$ cat src/rtl/fpnew_result_fifo.sv
// Result buffer behind an operation group: circular FIFO with in-order release and sticky status flags.
// Define FPNEW_RESULT_FIFO_FALLTHROUGH_EN for a same-cycle bypass from input to output when empty.
module fpnew_result_fifo #(
  parameter int unsigned Width = 32,
  parameter int unsigned Depth = 4,
  parameter type TagType = logic
) (
  input  logic                         clk_i,
  input  logic                         rst_i,
  input  logic                         in_valid_i,
  output logic                         in_ready_o,
  input  logic [Width-1:0]             result_i,
  input  logic [4:0]                   status_i,
  input  logic                         extension_bit_i,
  input  TagType                       tag_i,
  input  logic                         flush_i,
  output logic                         out_valid_o,
  input  logic                         out_ready_i,
  output logic [Width-1:0]             result_o,
  output logic [4:0]                   status_o,
  output logic                         extension_bit_o,
  output TagType                       tag_o,
  input  logic                         fflags_clr_i,
  output logic [4:0]                   fflags_o,
  output logic [$clog2(Depth+1)-1:0]   count_o,
  output logic                         busy_o
);

  localparam int unsigned CntW = $clog2(Depth + 1);
  localparam int unsigned PtrW = (Depth > 1) ? $clog2(Depth) : 1;

  typedef struct packed {
    logic [Width-1:0] result;
    logic [4:0]       status;
    logic             ext;
    TagType           tag;
  } entry_t;

  entry_t            mem [Depth];
  entry_t            in_entry;
  entry_t            head_entry;
  logic [PtrW-1:0]   wr_ptr_reg, wr_ptr_next;
  logic [PtrW-1:0]   rd_ptr_reg, rd_ptr_next;
  logic [CntW-1:0]   count_reg, count_next;
  logic [4:0]        fflags_reg, fflags_next;
  logic              head_valid;
  logic              ft_active;
  logic              push, pop, mem_pop;

  function automatic logic [PtrW-1:0] ptr_inc(input logic [PtrW-1:0] p);
    return (p == PtrW'(Depth - 1)) ? '0 : p + 1'b1;
  endfunction

  assign in_entry   = '{result: result_i, status: status_i, ext: extension_bit_i, tag: tag_i};
  assign head_valid = (count_reg != '0);
  assign in_ready_o = (count_reg != CntW'(Depth));

`ifdef FPNEW_RESULT_FIFO_FALLTHROUGH_EN
  // Empty FIFO: present the incoming result directly so it can retire this cycle.
  assign ft_active  = !head_valid && in_valid_i;
  assign head_entry = ft_active ? in_entry : mem[rd_ptr_reg];
`else
  assign ft_active  = 1'b0;
  assign head_entry = mem[rd_ptr_reg];
`endif

  assign out_valid_o     = head_valid | ft_active;
  assign result_o        = head_entry.result;
  assign status_o        = head_entry.status;
  assign extension_bit_o = head_entry.ext;
  assign tag_o           = head_entry.tag;

  // A bypassed result consumed in the same cycle never occupies a slot.
  assign pop     = out_valid_o && out_ready_i && !flush_i;
  assign mem_pop = pop && head_valid;
  assign push    = in_valid_i && in_ready_o && !flush_i && !(ft_active && out_ready_i);

  always_comb begin
    wr_ptr_next = wr_ptr_reg;
    rd_ptr_next = rd_ptr_reg;
    count_next  = count_reg;
    fflags_next = fflags_reg;
    if (flush_i) begin
      wr_ptr_next = '0;
      rd_ptr_next = '0;
      count_next  = '0;
    end else begin
      if (push) wr_ptr_next = ptr_inc(wr_ptr_reg);
      if (mem_pop) rd_ptr_next = ptr_inc(rd_ptr_reg);
      case ({push, mem_pop})
        2'b10:   count_next = count_reg + 1'b1;
        2'b01:   count_next = count_reg - 1'b1;
        default: count_next = count_reg;
      endcase
    end
    // Clear first, then OR in the status retiring this cycle.
    if (fflags_clr_i) fflags_next = '0;
    if (pop) fflags_next = fflags_next | status_o;
  end

  always_ff @(posedge clk_i) begin
    if (rst_i) begin
      wr_ptr_reg <= '0;
      rd_ptr_reg <= '0;
      count_reg  <= '0;
      fflags_reg <= '0;
    end else begin
      wr_ptr_reg <= wr_ptr_next;
      rd_ptr_reg <= rd_ptr_next;
      count_reg  <= count_next;
      fflags_reg <= fflags_next;
    end
  end

  always_ff @(posedge clk_i) begin
    if (push) mem[wr_ptr_reg] <= in_entry;
  end

  assign fflags_o = fflags_reg;
  assign count_o  = count_reg;
  assign busy_o   = (count_reg != '0);

endmodule

$ cat config.mk
export PLATFORM = sky130hd
export DESIGN_NAME = fpnew_result_fifo
export DESIGN_NICKNAME = d
export VERILOG_FILES = /design/src/rtl/fpnew_result_fifo.sv
export SDC_FILE = /design/constraint.sdc
export NUM_CORES = 1
export LEC_CHECK = 0
export ABC_CLOCK_PERIOD_IN_PS = 7700
export CAP_MARGIN = 10
export CORE_ASPECT_RATIO = 0.6
export CORE_UTILIZATION = 55
export DETAILED_ROUTE_END_ITERATION = 8
export HOLD_SLACK_MARGIN = 0.05
export PLACE_DENSITY = 0.9
export SLEW_MARGIN = 40
export SYNTH_ARGS = -nofsm -noshare
export SYNTH_HDL_FRONTEND = slang
export SYNTH_SLANG_ARGS = --single-unit
$ cat constraint.sdc
create_clock -name clk_i -period 7.7 [get_ports clk_i]
set_clock_uncertainty 0.15 [all_clocks]
set_input_delay 1.925 -clock clk_i [delete_from_list [all_inputs] [get_ports clk_i]]
set_output_delay 1.925 -clock clk_i [all_outputs]
set_load 0.02 [all_outputs]
==> summary.md <==
| Metric | Value |
|---|---|
| Final hold viol count | `0` |
| Reg power frac | `53.5%` |
| Layout-stage area growth over the synthesis result | `25.7%` |
| Synth Warn # | `0` |
| Core Area | `about 11000 µm²` |
| Slew Limit Fails | `0` |
| Crit path max fanout | `21` |
| # diodes | `0` |
| Global route overflow | `0` |
| Clock slew at reported path FFs | `about 60 ps` |
| GRT Total Usage | `a little over a fifth` |
| Number of cells upsized or downsized after cts | `0` |
| Synth Register Bits | `170` |
| Die area | `11900 µm²` |
| Clk sinks | `170` |
| Switching power | `401 µW` |
| Leakage | `0.00253 µW` |
| Power Total | `approximately 1900 µW` |
| Worst setup SP type | `flip-flop` |
| Cell taking the most area after synthesis | `edfxtp_1` |
| Pwr per Cell Area | `between 200 and 250 nW/µm²` |
| Crit path kind | `flip-flop to primary output` |
| Vias in the first global route | `about 3300` |
| Port Buffer Count | `between 90 and 100` |
| Post-Route WL | `11500 µm` |
| Synthesized area per cell | `between 20 and 25 µm²` |
| Cell Area, Synth | `between 6000 and 7000 µm²` |
| Total CTS buffers | `17` |
| Share of cells above drive strength 1 | `approximately a fifth` |
| Seq/Total Area, Yosys | `about four fifths` |
| Area fraction of the dominant cell type after synthesis | `~74%` |
| RSZ-0062 raised after global routing | `no` |
| Max FFs per register | `156` |
| DP HPWL | `6730 µm` |
| Crit path DAT | `2850 ps` |
| Row count | `29` |
| Final Cycle Share | `64.0%` |
| Synth unique cells | `28` |
| Final Util | `between 70 and 80%` |
| Detail-routed via count per cell | `between 5 and 6` |
| Initial core utilization | `around 58%` |
| CTS tree | `yes` |
| First-pass GRT wire length | `approximately 18000 µm` |
| DR vias | `roughly 3000` |
| Critical Path Sink Type | `primary output` |
| Hold buffer count at CTS | `0` |
| Drt pass-1 iters | `4` |
| Setup Total Neg Slack | `0 ps` |
| Largest net degree at the start of global routing | `40` |
| H-Tree Level Count | `4` |
| Skew-Pair Late Insertion Delay | `between 400 and 500 ps` |
| DR iter-0 viols | `204` |
| Root buffer cell | `clkbuf_16` |
| Initial antenna violation count | `1` |
| Die H | `roughly 85 µm` |
| Max-Cap Viols | `0` |
| Gpl congestion | `about 0.72` |
| Outcome | `finished, final reports clean` |
| Biggest register | `mem` |
| Final setup violation count | `0` |
| Final antenna-violating net count | `0` |
| Syn Nets | `about 320` |
| Clk buf depth | `2` |
| Chip Width | `between 100 and 150 µm` |
| Least-Margin Pin Slew | `around 730 ps` |
| Ports | `95` |
| Switching share of total power | `a little over a fifth` |
| Min-Delay Path Class | `flip-flop to flip-flop` |
| Clock Power Share | `between 40% and 50%` |
| Setup Buffers After CTS | `0` |
| Rel. slew slack | `around half` |
| Combinational power share | `under 10%` |
| Fin nets | `about 420` |
| Internal power | `~1500 µW` |
| Wire length per cell | `22.0 µm` |
| Max Freq | `around 200 MHz` |
| # DRC | `0` |
| WP data required | `roughly 5600 ps` |
| Peak VDD IR | `0.000171 V` |
| Min Tclk post-route | `a little under 5000 ps` |
| Syn Inst Count | `267` |
| Top cells by area, synth | `edfxtp_1, mux4_2, dfxtp_1, mux4_1, ha_1` |
[synth_stat cells, drive strengths merged]
cell	n
edfxtp	156
mux4	39
dfxtp	14
buf	9
ha	6
nor2	6
a22o	5
inv	5
a21oi	4
and2	4
o21ai	3
or3	3
mux2i	2
clkbuf	1
fa	1
nand2	1
nand3	1
nor3	1
nor3b	1
o31ai	1
or2	1
or4	1
xnor2	1
xor2	1
[critical path: stages (launching register included)]
cell             delay (ps)
dfxtp_2                 750
buf_4                   500
mux4_2                  610
clkdlybuf4s50_1         560
[routing by layer]
layer / routed length, µm / GRT usage [%] / vias up
met4: 125 / 7.09 / 0
met2: 5500 / 33.8 / 112
li1: - / - / 1329
met1: 5080 / 28.6 / 1560
met5: 0 / 0 / -
met3: 780 / 7.79 / 13
[layout by cell type (no fill, tap or decap), types with 4 or more instances in the layout]
cell type	count
clkinvlp_4	6
a21oi_1	4
and2_4	4
edfxtp_1	156
ha_1	6
clkbuf_16	17
a22o_1	5
mux4_1	6
mux4_2	33
clkdlybuf4s50_1	94
inv_1	5
nor2_1	5
dfxtp_1	12
[kinds of logic after synthesis]
family	after synthesis	share of synthesized area [%]
buffers and inverters	15	1.51
multiplexers	41	14.6
flip-flops	170	78.9
adder cells (fa/ha/maj)	7	1.51
AND/OR/NAND/NOR	19	1.65
AO/OA/AOI/OAI	13	1.45
XOR/XNOR	2	0.279
[per-stage QoR]
step	hold WS [ps]	area [µm²]	worst slack, ps	cells
finish	344	7900	2770	523
CTS	345	7900	2680	523
global route	360	7900	2580	523
floorplan	313	6290	3880	267
detailed placement	320	7350	3020	491
global placement	313	7340	3160	491
[final timing paths]
check / start / end / slack (ps) / cells past startpoint
hold reg to reg: fflags_o[1] / fflags_o[1] / 340 / 1
setup / recovery: flip-flop / status_o[3] / 2770 / 3
setup reg to reg: count_o[0] / count_o[2] / 4800 / 8
hold / removal: fflags_o[1] / fflags_o[1] / 340 / 1
[layout make-up]
class                      count  area, µm²
sequential                   170       4970
fill                         636       2950
multi-input combinational     82       1240
timing repair buffer          95        948
clock buffer                  18        429
tap                          139        174
clock inverter                14        125
inverter                       5       18.8
[power by group through the flow]
stage	logic [µW]	registers (µW)	clock network [µW]
CTS	98.6	1030	802
global route	104	1030	843
floorplan	39.3	1050	0
global placement	94.3	1050	0
detailed placement	97.8	1050	0
finish	97.8	1030	794
No activity file was read; power rests on OpenSTA's default activity.
